### src/rtl/seq_det_pkg.sv
// Shared definitions for the serial pattern detector: FSM encoding and defaults.
`timescale 1ns/1ps
package seq_det_pkg;

    // Controller states; 2-bit encoding.
    typedef enum logic [1:0] {
        IDLE   = 2'd0,
        SHIFT  = 2'd1,
        DRAIN  = 2'd2,
        REPORT = 2'd3
    } state_e;

    // Pattern loaded at reset unless overridden by the PAT_RST parameter.
    localparam logic [3:0] PAT_RST_DEFAULT = 4'b1001;

    // Number of bits needed in the window before a compare is meaningful.
    localparam int FILL_FULL = 4;

endpackage

### src/rtl/seq_pattern_matcher.sv
// 4-bit sliding-window matcher with a fill counter and a registered match flag.
`timescale 1ns/1ps
module seq_pattern_matcher
    import seq_det_pkg::*;
(
    input  logic       i_clk,
    input  logic       i_reset,
    input  logic       bit_i,
    input  logic       bit_valid_i,
    input  logic       clear_i,
    input  logic [3:0] pattern_i,
    output logic       match_o
);
    logic [3:0] window_q, window_d;
    logic [2:0] fill_q, fill_d;
    logic       match_q, match_d;

    // Shift the new bit into the window; a match needs a full window, history is never
    // reset on a match so overlapping occurrences are all reported.
    always_comb begin
        window_d = window_q;
        fill_d   = fill_q;
        match_d  = 1'b0;
        if (clear_i) begin
            window_d = '0;
            fill_d   = '0;
        end else if (bit_valid_i) begin
            window_d = {window_q[2:0], bit_i};
            if (fill_q != 3'(FILL_FULL)) begin
                fill_d = fill_q + 3'd1;
            end
            match_d = (fill_q >= 3'(FILL_FULL - 1)) && (window_d == pattern_i);
        end
    end

    // Window, fill count and match flag registers.
    always_ff @(posedge i_clk or negedge i_reset) begin
        if (!i_reset) begin
            window_q <= '0;
            fill_q   <= '0;
            match_q  <= 1'b0;
        end else begin
            window_q <= window_d;
            fill_q   <= fill_d;
            match_q  <= match_d;
        end
    end

    assign match_o = match_q;
endmodule

### src/rtl/seq_detect_ctrl.sv
// Frame controller: serializes bytes MSB first into the matcher, counts matches per frame
// and reports the count once the frame's last byte has drained.
`timescale 1ns/1ps
module seq_detect_ctrl
    import seq_det_pkg::*;
#(
    parameter int         CNT_W   = 6,
    parameter logic [3:0] PAT_RST = PAT_RST_DEFAULT
) (
    input  logic             i_clk,
    input  logic             i_reset,
    input  logic             i_cfg_we,
    input  logic [3:0]       i_cfg_pattern,
    input  logic             i_in_valid,
    output logic             o_in_ready,
    input  logic [7:0]       i_in_data,
    input  logic             i_in_last,
    output logic             o_match,
    output logic             o_res_valid,
    input  logic             i_res_ready,
    output logic [CNT_W-1:0] o_res_count,
    output logic             o_res_ovf,
    output logic             o_busy
);
    state_e           state_q, state_d;
    logic [7:0]       shreg_q, shreg_d;
    logic [2:0]       idx_q, idx_d;
    logic             last_q, last_d;
    logic [CNT_W-1:0] cnt_q, cnt_d;
    logic             ovf_q, ovf_d;
    logic [3:0]       pattern_q, pattern_d;
    logic             bit_valid;
    logic             res_hs;
    logic             in_ready;

    assign res_hs = (state_q == REPORT) && i_res_ready;

    // Next-state logic: accept a byte in IDLE or on the bit-0 cycle of SHIFT so
    // consecutive bytes stream without a bubble.
    always_comb begin
        state_d   = state_q;
        shreg_d   = shreg_q;
        idx_d     = idx_q;
        last_d    = last_q;
        bit_valid = 1'b0;
        in_ready  = 1'b0;
        case (state_q)
            IDLE: begin
                in_ready = 1'b1;
                if (i_in_valid) begin
                    shreg_d = i_in_data;
                    last_d  = i_in_last;
                    idx_d   = 3'd7;
                    state_d = SHIFT;
                end
            end
            SHIFT: begin
                bit_valid = 1'b1;
                if (idx_q == 3'd0) begin
                    in_ready = 1'b1;
                    if (i_in_valid) begin
                        shreg_d = i_in_data;
                        last_d  = i_in_last;
                        idx_d   = 3'd7;
                    end else if (last_q) begin
                        state_d = DRAIN;
                    end else begin
                        state_d = IDLE;
                    end
                end else begin
                    idx_d = idx_q - 3'd1;
                end
            end
            // One cycle so the match produced by the frame's final bit lands in the count.
            DRAIN: begin
                state_d = REPORT;
            end
            REPORT: begin
                if (i_res_ready) begin
                    state_d = IDLE;
                end
            end
        endcase
    end

    // Per-frame counter with saturation and sticky overflow; pattern writable only in IDLE.
    always_comb begin
        cnt_d     = cnt_q;
        ovf_d     = ovf_q;
        pattern_d = pattern_q;
        if (res_hs) begin
            cnt_d = '0;
            ovf_d = 1'b0;
        end else if (o_match) begin
            if (cnt_q == {CNT_W{1'b1}}) begin
                ovf_d = 1'b1;
            end else begin
                cnt_d = cnt_q + CNT_W'(1);
            end
        end
        if ((state_q == IDLE) && i_cfg_we) begin
            pattern_d = i_cfg_pattern;
        end
    end

    // Controller state, datapath and configuration registers.
    always_ff @(posedge i_clk or negedge i_reset) begin
        if (!i_reset) begin
            state_q   <= IDLE;
            shreg_q   <= '0;
            idx_q     <= '0;
            last_q    <= 1'b0;
            cnt_q     <= '0;
            ovf_q     <= 1'b0;
            pattern_q <= PAT_RST;
        end else begin
            state_q   <= state_d;
            shreg_q   <= shreg_d;
            idx_q     <= idx_d;
            last_q    <= last_d;
            cnt_q     <= cnt_d;
            ovf_q     <= ovf_d;
            pattern_q <= pattern_d;
        end
    end

    seq_pattern_matcher u_matcher (
        .i_clk       (i_clk),
        .i_reset     (i_reset),
        .bit_i       (shreg_q[idx_q]),
        .bit_valid_i (bit_valid),
        .clear_i     (res_hs),
        .pattern_i   (pattern_q),
        .match_o     (o_match)
    );

    assign o_in_ready  = in_ready;
    assign o_res_valid = (state_q == REPORT);
    assign o_res_count = cnt_q;
    assign o_res_ovf   = ovf_q;
    assign o_busy      = (state_q != IDLE);
endmodule
### config.mk
export PLATFORM = sky130hd
export DESIGN_NAME = seq_detect_ctrl
export DESIGN_NICKNAME = d
export VERILOG_FILES = /design/src/rtl/seq_det_pkg.sv /design/src/rtl/seq_pattern_matcher.sv /design/src/rtl/seq_detect_ctrl.sv
export SDC_FILE = /design/constraint.sdc
export NUM_CORES = 1
export LEC_CHECK = 0
export ABC_AREA = 1
export CAP_MARGIN = 25
export CORE_MARGIN = 4
export CORE_UTILIZATION = 47
export CTS_BUF_LIST = sky130_fd_sc_hd__clkbuf_2 sky130_fd_sc_hd__clkbuf_4 sky130_fd_sc_hd__clkbuf_8
export CTS_CLUSTER_DIAMETER = 50
export DETAILED_ROUTE_END_ITERATION = 8
export PLACE_DENSITY = 0.73
export SLEW_MARGIN = 5
export SYNTH_ARGS = -nofsm -noshare
export SYNTH_HDL_FRONTEND = slang
export SYNTH_SLANG_ARGS = --single-unit
### constraint.sdc
create_clock -name i_clk -period 1.9 [get_ports i_clk]
set_clock_uncertainty 0.05 [all_clocks]
set_input_delay 0.38 -clock i_clk [delete_from_list [all_inputs] [get_ports i_clk]]
set_output_delay 0.38 -clock i_clk [all_outputs]
set_load 0.01 [all_outputs]
==> flow_summary_export.csv, run 1 <==
group,metric,value,unit
critical_path,path_max_fanout,4,
critical_path,cp.required,1.47,ns
timing,tns,0,ns
grt,grt_pass1_vias,1331,
clock_network,cts.htree.levels,2,
floorplan,rows,21,
power_and_ir_drop,vdd_drop_max,1.08,mV
synthesis,synth_edf_count,0,
synthesis,netlist_area,0.00163,sq mm
timing,drv_slew,0,
final_layout,fillers,315,
synthesis,netlist.area_leader.share,46.1,%
timing,clock.fmax,571,MHz
final_layout,final_net_count,259,
synthesis,synth_nets,217,
final_layout,utilization,63.0,%
grt,antenna_found_initial,0,
power_and_ir_drop,p_leak,1.08,nW
timing,fin_crit_sh,92.3,%
final_layout,drive_gt1_share,16.5,%
floorplan,die_y,66.9,um
synthesis,synth_cells,193,
synthesis,async_flop_share,100,%
final_layout,syn_to_final_growth,29.1,%
clock_network,cts_root_buffer,"clkbuf_4",
floorplan,io_pins,29,
clock_network,clkSinkCount,32,
power_and_ir_drop,pwr_density_cell,1540,mW/mm^2
drt,drc,0,
drt,vias,1334,
critical_path,arrival,1.32,ns
drt,wl_per_cell,11.2,um
timing,fin_crit,1.75,ns
grt,grt_max_degree,33,
timing,setup_viol,0,
clock_network,cts_tree,"done",
drt,avgViaCountPerCell,4.73,
floorplan,die_area,0.00447,sq mm
hold_path,hold_path_class,"input port to async pin",
timing,rsz0062_at_grt,"no",
placed_design,dp_hpwl,2.32,mm
clock_network,ctsLongestPathBuffers,2,
synthesis,yosysMostFrequentCell,"nand2_1",
critical_path,critPathKind,"flop to output port",
synthesis,ys_seq_elements,32,
drt,postRouteAntennaNets,0,
synthesis,syn_avg_cell_area,8.44,sq um
synthesis,synth_cell_type_count,24,
critical_path,r2r_setup_slack,0.33,ns
synthesis,synth_warnings,0,
drt,initialDrtViolationCount,37,
grt,grt_pass1_wl,5.69,mm
run_status,status,"completed",
synthesis,yosysTopAreaCell,"dfrtp_1",
floorplan,start_util,48.8,%
synthesis,yosys-top-cells-area,"dfrtp_1 46%, nand2_1 8.5%, inv_1 7.6%, nor2_1 5.8%, ha_1 4.6%",
critical_path,cp-start-kind,"flop",
critical_path,crit_path_end_kind,"output port",
timing,relSlewSlack,73.6,%
clock_network,clkLatencyLatePin,0.34,ns
clock_network,hold_buffers,0,
placed_design,gp_congestion,0.805,
clock_network,path_clk_slew,0.10,ns
grt,grt_overflow,0,
synthesis,synth-seq-area-share,49.3,%
job,cap_violations,0,
final_layout,antenna_cells,0,
drt,routed_wl,3.16,mm
floorplan,core,0.00334,sq mm
timing,final-hold-violation-count,0,
synthesis,netlist_top_cells_count,"37 x nand2_1, 33 x inv_1, 30 x dfrtp_1",
floorplan,dieWidth,66.9,um
clock_network,numCtsBuffers,5,
grt,grtUsageTotal,17.2,%
synthesis,synthFlopType,"dfrtp_1",
timing,tightest_slew,0.395,ns
drt,drtPass1Iterations,4,
placed_design,io_buffers,28,
==> layer usage <==
metal  wire, um  track usage, %  part of all wire, %  vias up
met4         75            8.35                  2.4        0
met1       1460            21.0                   46      609
met2       1490            27.8                   47       21
met3        134            4.55                  4.2        8
li1           -               -                    -      696
met5          0               0                    0        -
==> cell families after synthesis <==
logic type	synth area share (%)
AO/OA/AOI/OAI	12.8
buffers and inverters	8.76
XOR/XNOR	1.61
multiplexers	2.07
AND/OR/NAND/NOR	20.8
flip-flops	49.3
adder cells (fa/ha/maj)	4.61
==> area by class of cell <==
| type | instances | area, sq um | area share (%) |
|---|---|---|---|
| timing repair buffer | 36 | 340 | 16.2 |
| tap | 46 | 57.6 | 2.74 |
| clock inverter | 2 | 35.0 | 1.67 |
| inverter | 35 | 131 | 6.25 |
| clock buffer | 6 | 45.0 | 2.14 |
| multi-input combinational | 125 | 688 | 32.7 |
| sequential | 32 | 806 | 38.3 |
==> power by group <==
group	total (mW)	leakage (nW)	switching, mW	internal, mW
Sequential	1.20	0.377	0.200	0.997
Clock	0.523	0.0456	0.233	0.290
Combinational	1.53	0.653	0.847	0.679
Total	3.25	1.08	1.28	1.97
==> path summary, 6_finish.rpt <==
kind | startpoint | cells past startpoint | end
worst max-delay path | idx_q[1]$_DFFE_PN0P_ | 5 | o_in_ready
worst max register to register | o_res_count[0]$_DFFE_PN0P_ | 9 | o_res_count[4]$_DFFE_PN0P_
worst min-delay path | i_reset | 2 | o_res_count[4]$_DFFE_PN0P_
min in group i_clk | last_q$_DFFE_PN0P_ | 2 | last_q$_DFFE_PN0P_
max in group asynchronous | i_reset | 2 | pattern_q[3]$_DFFE_PN1P_
worst min register to register | last_q$_DFFE_PN0P_ | 2 | last_q$_DFFE_PN0P_
==> critical path: stages (launching register included) <==
cell	delay (ns)
dfrtp_1	0.41
inv_1	0.08
ha_1	0.14
nand2_1	0.08
o21ai_2	0.13
clkbuf_2	0.15
==> state kept, by name, summed over array words and instances (netlist names), named ones only <==
name,cells
shreg_q,8
o_res_count,6
pattern_q,4
idx_q,3
u_matcher.fill_q,3
u_matcher.window_q,3
last_q,1
o_res_ovf,1
state_q,1
u_matcher.match_o,1
==> cells in the final DEF, fill, tap and decap left out, types with 2 or more instances in the layout <==
cell,Yosys,routed
dfrtp_2,0,2
dfstp_2,2,2
mux2_2,3,3
a21oi_1,6,6
dlymetal6s2s_1,0,2
nand2_4,2,2
ha_1,6,6
inv_1,33,33
o22ai_1,3,3
nand2_1,37,37
nor3_1,2,2
nand3_1,11,11
dfrtp_1,30,28
xnor2_1,2,2
o21ai_0,11,11
clkbuf_4,0,6
nor2_1,25,25
o21ai_1,2,2
a21oi_2,8,8
clkdlybuf4s50_1,0,25
buf_4,0,8
inv_2,2,2
==> through the flow <==
| stage | setup WS [ns] | std cells | area [sq um] | hold slack (ns) | total power [mW] |
|---|---|---|---|---|---|
| after CTS | 0.00147 | 282 | 2100 | 0.395 | 3.26 |
| after global placement | 0.108 | 272 | 2000 | 0.423 | 2.68 |
| after global routing | 0.0710 | 282 | 2100 | 0.399 | 3.59 |
| after detailed placement | 0.114 | 272 | 2000 | 0.422 | 2.71 |
| final | 0.147 | 282 | 2100 | 0.376 | 3.25 |
| after floorplan | 0.324 | 193 | 1630 | 0.0344 | 2.22 |
==> timing repair <==
action | CTS | global route
buffers inserted | 2 | 0
setup endpoints to repair | 3 | 3
resized for setup | 3 | 5
(Power assumes the default switching activity.)
==> inputs of run 2 (changes only) <==
Settings changed: CAP_MARGIN 25 to not set.
==> results of run 2 <==
Same layout as run 1: the final DEF is identical, and so are final timing and power.
==> inputs of run 3 (changes only) <==
Settings changed: PLACE_DENSITY 0.73 to 0.83, SKIP_LAST_GASP set to 1.
==> run 3 against run 2 <==
Clock power down 1%. Combinational power up 3%. Worst hold slack improved by 0.0088 ns. Via count increased by 0.75%. Wire length down 1.5%. Clock-buffer cell count unchanged. Critical path depth fell by 1. Global-route usage decreased by 0.33 points. Worst setup slack got worse by 0.044 ns. Total power about the same.
==> flow_summary_export.csv, run 3 (synthesis gave the netlist of run 1 again) <==
group,metric,value,unit
grt,grt_overflow,0,
floorplan,die_y,66.9,um
critical_path,crit_path_end_kind,"output port",
drt,avgViaCountPerCell,4.75,
clock_network,cts.htree.levels,2,
timing,setup_viol,0,
drt,routed_wl,3.11,mm
critical_path,path_cells,"buf_4, nor2_2, inv_2, dlygate4sd2_1",
final_layout,syn_to_final_growth,29.0,%
clock_network,path_clk_slew,0.10,ns
critical_path,cpPeakStageDelay,0.41,ns
placed_design,placed_area,0.00199,sq mm
hold_path,hold_path_class,"input port to async pin",
drt,wl_per_cell,11.0,um
grt,antenna_found_initial,0,
final_layout,multi_input_area,683,sq um
clock_network,cts_root_buffer,"clkbuf_4",
job,cap_violations,0,
timing,whs,0.384,ns
final_layout,regMostFlops,"shreg_q",
floorplan,dieWidth,66.9,um
grt,grt_pass1_vias,1324,
final_layout,final_net_count,260,
final_layout,stdcell_area,0.00210,sq mm
floorplan,rows,21,
final_layout,fillers,294,
critical_path,worstRegToRegCells,9,
run_status,status,"completed",
final_layout,final_common_cell,"nand2_1",
final_layout,final_cell_mix,"37 x nand2_1, 33 x inv_1, 28 x dfrtp_1, 25 x nor2_1, 25 x clkdlybuf4s50_1",
clock_network,clkLatencyLatePin,0.33,ns
clock_network,hold_buffers,0,
timing,tightest_slew,0.401,ns
critical_path,r2r_setup_slack,0.35,ns
drt,drtPass1Iterations,4,
critical_path,arrival,1.37,ns
clock_network,ctsLongestPathBuffers,2,
grt,grtUsageTotal,16.8,%
floorplan,core,0.00334,sq mm
final_layout,largest_register_ffs,8,
clock_network,cts_tree,"done",
placed_design,io_buffers,28,
critical_path,cp.required,1.47,ns
critical_path,critPathTopFamily,"buffers and inverters",
power_and_ir_drop,p_leak,1.08,nW
critical_path,crit_slowest_cell,"dfrtp_2",
drt,postRouteAntennaNets,0,
timing,clock.fmax,556,MHz
power_and_ir_drop,vdd_drop_max,1.01,mV
critical_path,path_buf_inv,3,
final_layout,seqCellArea,806,sq um
timing,final-hold-violation-count,0,
grt,grt_pass1_wl,5.51,mm
drt,vias,1344,
floorplan,io_pins,29,
timing,relSlewSlack,73.3,%
critical_path,critPathKind,"flop to output port",
placed_design,dp_hpwl,2.34,mm
critical_path,r2r-start,"o_res_count[0]$_DFFE_PN0P_",
critical_path,cp-start-kind,"flop",
drt,initialDrtViolationCount,66,
timing,fin_crit_sh,94.6,%
timing,rsz0062_at_grt,"yes",
critical_path,r2r-end,"o_res_count[4]$_DFFE_PN0P_",
timing,drv_slew,0,
drt,drc,0,
final_layout,antenna_cells,0,
final_layout,utilization,63.0,%
floorplan,die_area,0.00447,sq mm
placed_design,gp_congestion,0.792,
timing,fin_crit,1.80,ns
critical_path,path_max_fanout,3,
power_and_ir_drop,pwr_density_cell,1540,mW/mm^2
grt,grt_max_degree,33,
floorplan,start_util,48.8,%
clock_network,clkSinkCount,32,
clock_network,numCtsBuffers,5,
final_layout,drive_gt1_share,16.9,%
## run 3: cell types whose count changed in the layout (fill, tap and decap cells not counted), sizes merged
cell          delta
dlygate4sd2      +1
dlymetal6s2s     -1
buf              +1
## run 3: power by group
part	internal (mW)	total (mW)	switching, mW	leakage, nW
Clock	0.290	0.517	0.227	0.0456
Sequential	0.996	1.16	0.161	0.377
Combinational	0.693	1.57	0.877	0.652
## run 3: what timing repair did
item | CTS | global route
cloned | 0 | 0
pin swaps | 1 | 0
gates resized for setup | 4 | 3
endpoints found under the hold margin | 0 | 0
setup buffers | 3 | 1
endpoints found under the setup margin | 3 | 2
## run 3: routing by layer
layer	up-vias	global-route usage (%)	share of wire (%)
li1	697	-	-
met3	8	6.91	4.4
met1	614	20.4	46
met4	0	7.59	2.6
met2	25	26.1	47
met5	-	0	0
## run 3: through the flow
| stage | power (mW) | std cells | setup WS, ns | setup TNS (ns) |
|---|---|---|---|---|
| after detailed placement | 2.70 | 271 | 0.00983 | 0 |
| final | 3.24 | 283 | 0.103 | 0 |
| after floorplan | 2.22 | 193 | 0.324 | 0 |
| after global placement | 2.65 | 271 | 0.0565 | 0 |
| after global routing | 3.59 | 283 | -0.00132 | -0.00236 |
| after CTS | 3.26 | 282 | -0.0128 | -0.0128 |
## run 3: worst max-delay path by stage
| stage | from | endpoint | slack, ns | depth (start not counted) |
|---|---|---|---|---|
| final | flop | o_busy | 0.10 | 4 |
| after floorplan | idx_q[0]$_DFFE_PN0P_ | shreg_q[0]$_DFFE_PN0P_ | 0.32 | 8 |
| after detailed placement | idx_q[0]$_DFFE_PN0P_ | o_in_ready | 0.01 | 5 |
| after global routing | idx_q[1]$_DFFE_PN0P_ | o_in_ready | -0.001 | 5 |
| after global placement | idx_q[0]$_DFFE_PN0P_ | o_in_ready | 0.06 | 5 |
| after CTS | idx_q[0]$_DFFE_PN0P_ | o_in_ready | -0.01 | 5 |
## run 3: area by class of cell
cell class	instances	share of cell area, %
Sequential cell	32	38.3
Multi-Input combinational cell	125	32.5
Timing Repair Buffer	37	16.4
Inverter	35	6.25
Tap cell	46	2.74
Clock buffer	6	2.14
Clock inverter	2	1.67
## run 3: worst reg2reg max path, stage by stage (launching register included)
cell and delay (ns):
dfrtp_1 0.43, ha_1 0.22, nand2_1 0.08, nor2_1 0.06, nand2_1 0.08, nand2_1 0.12, nor2_1 0.23, nand2_1 0.08
nand2_1 0.06, nor2_1 0.04
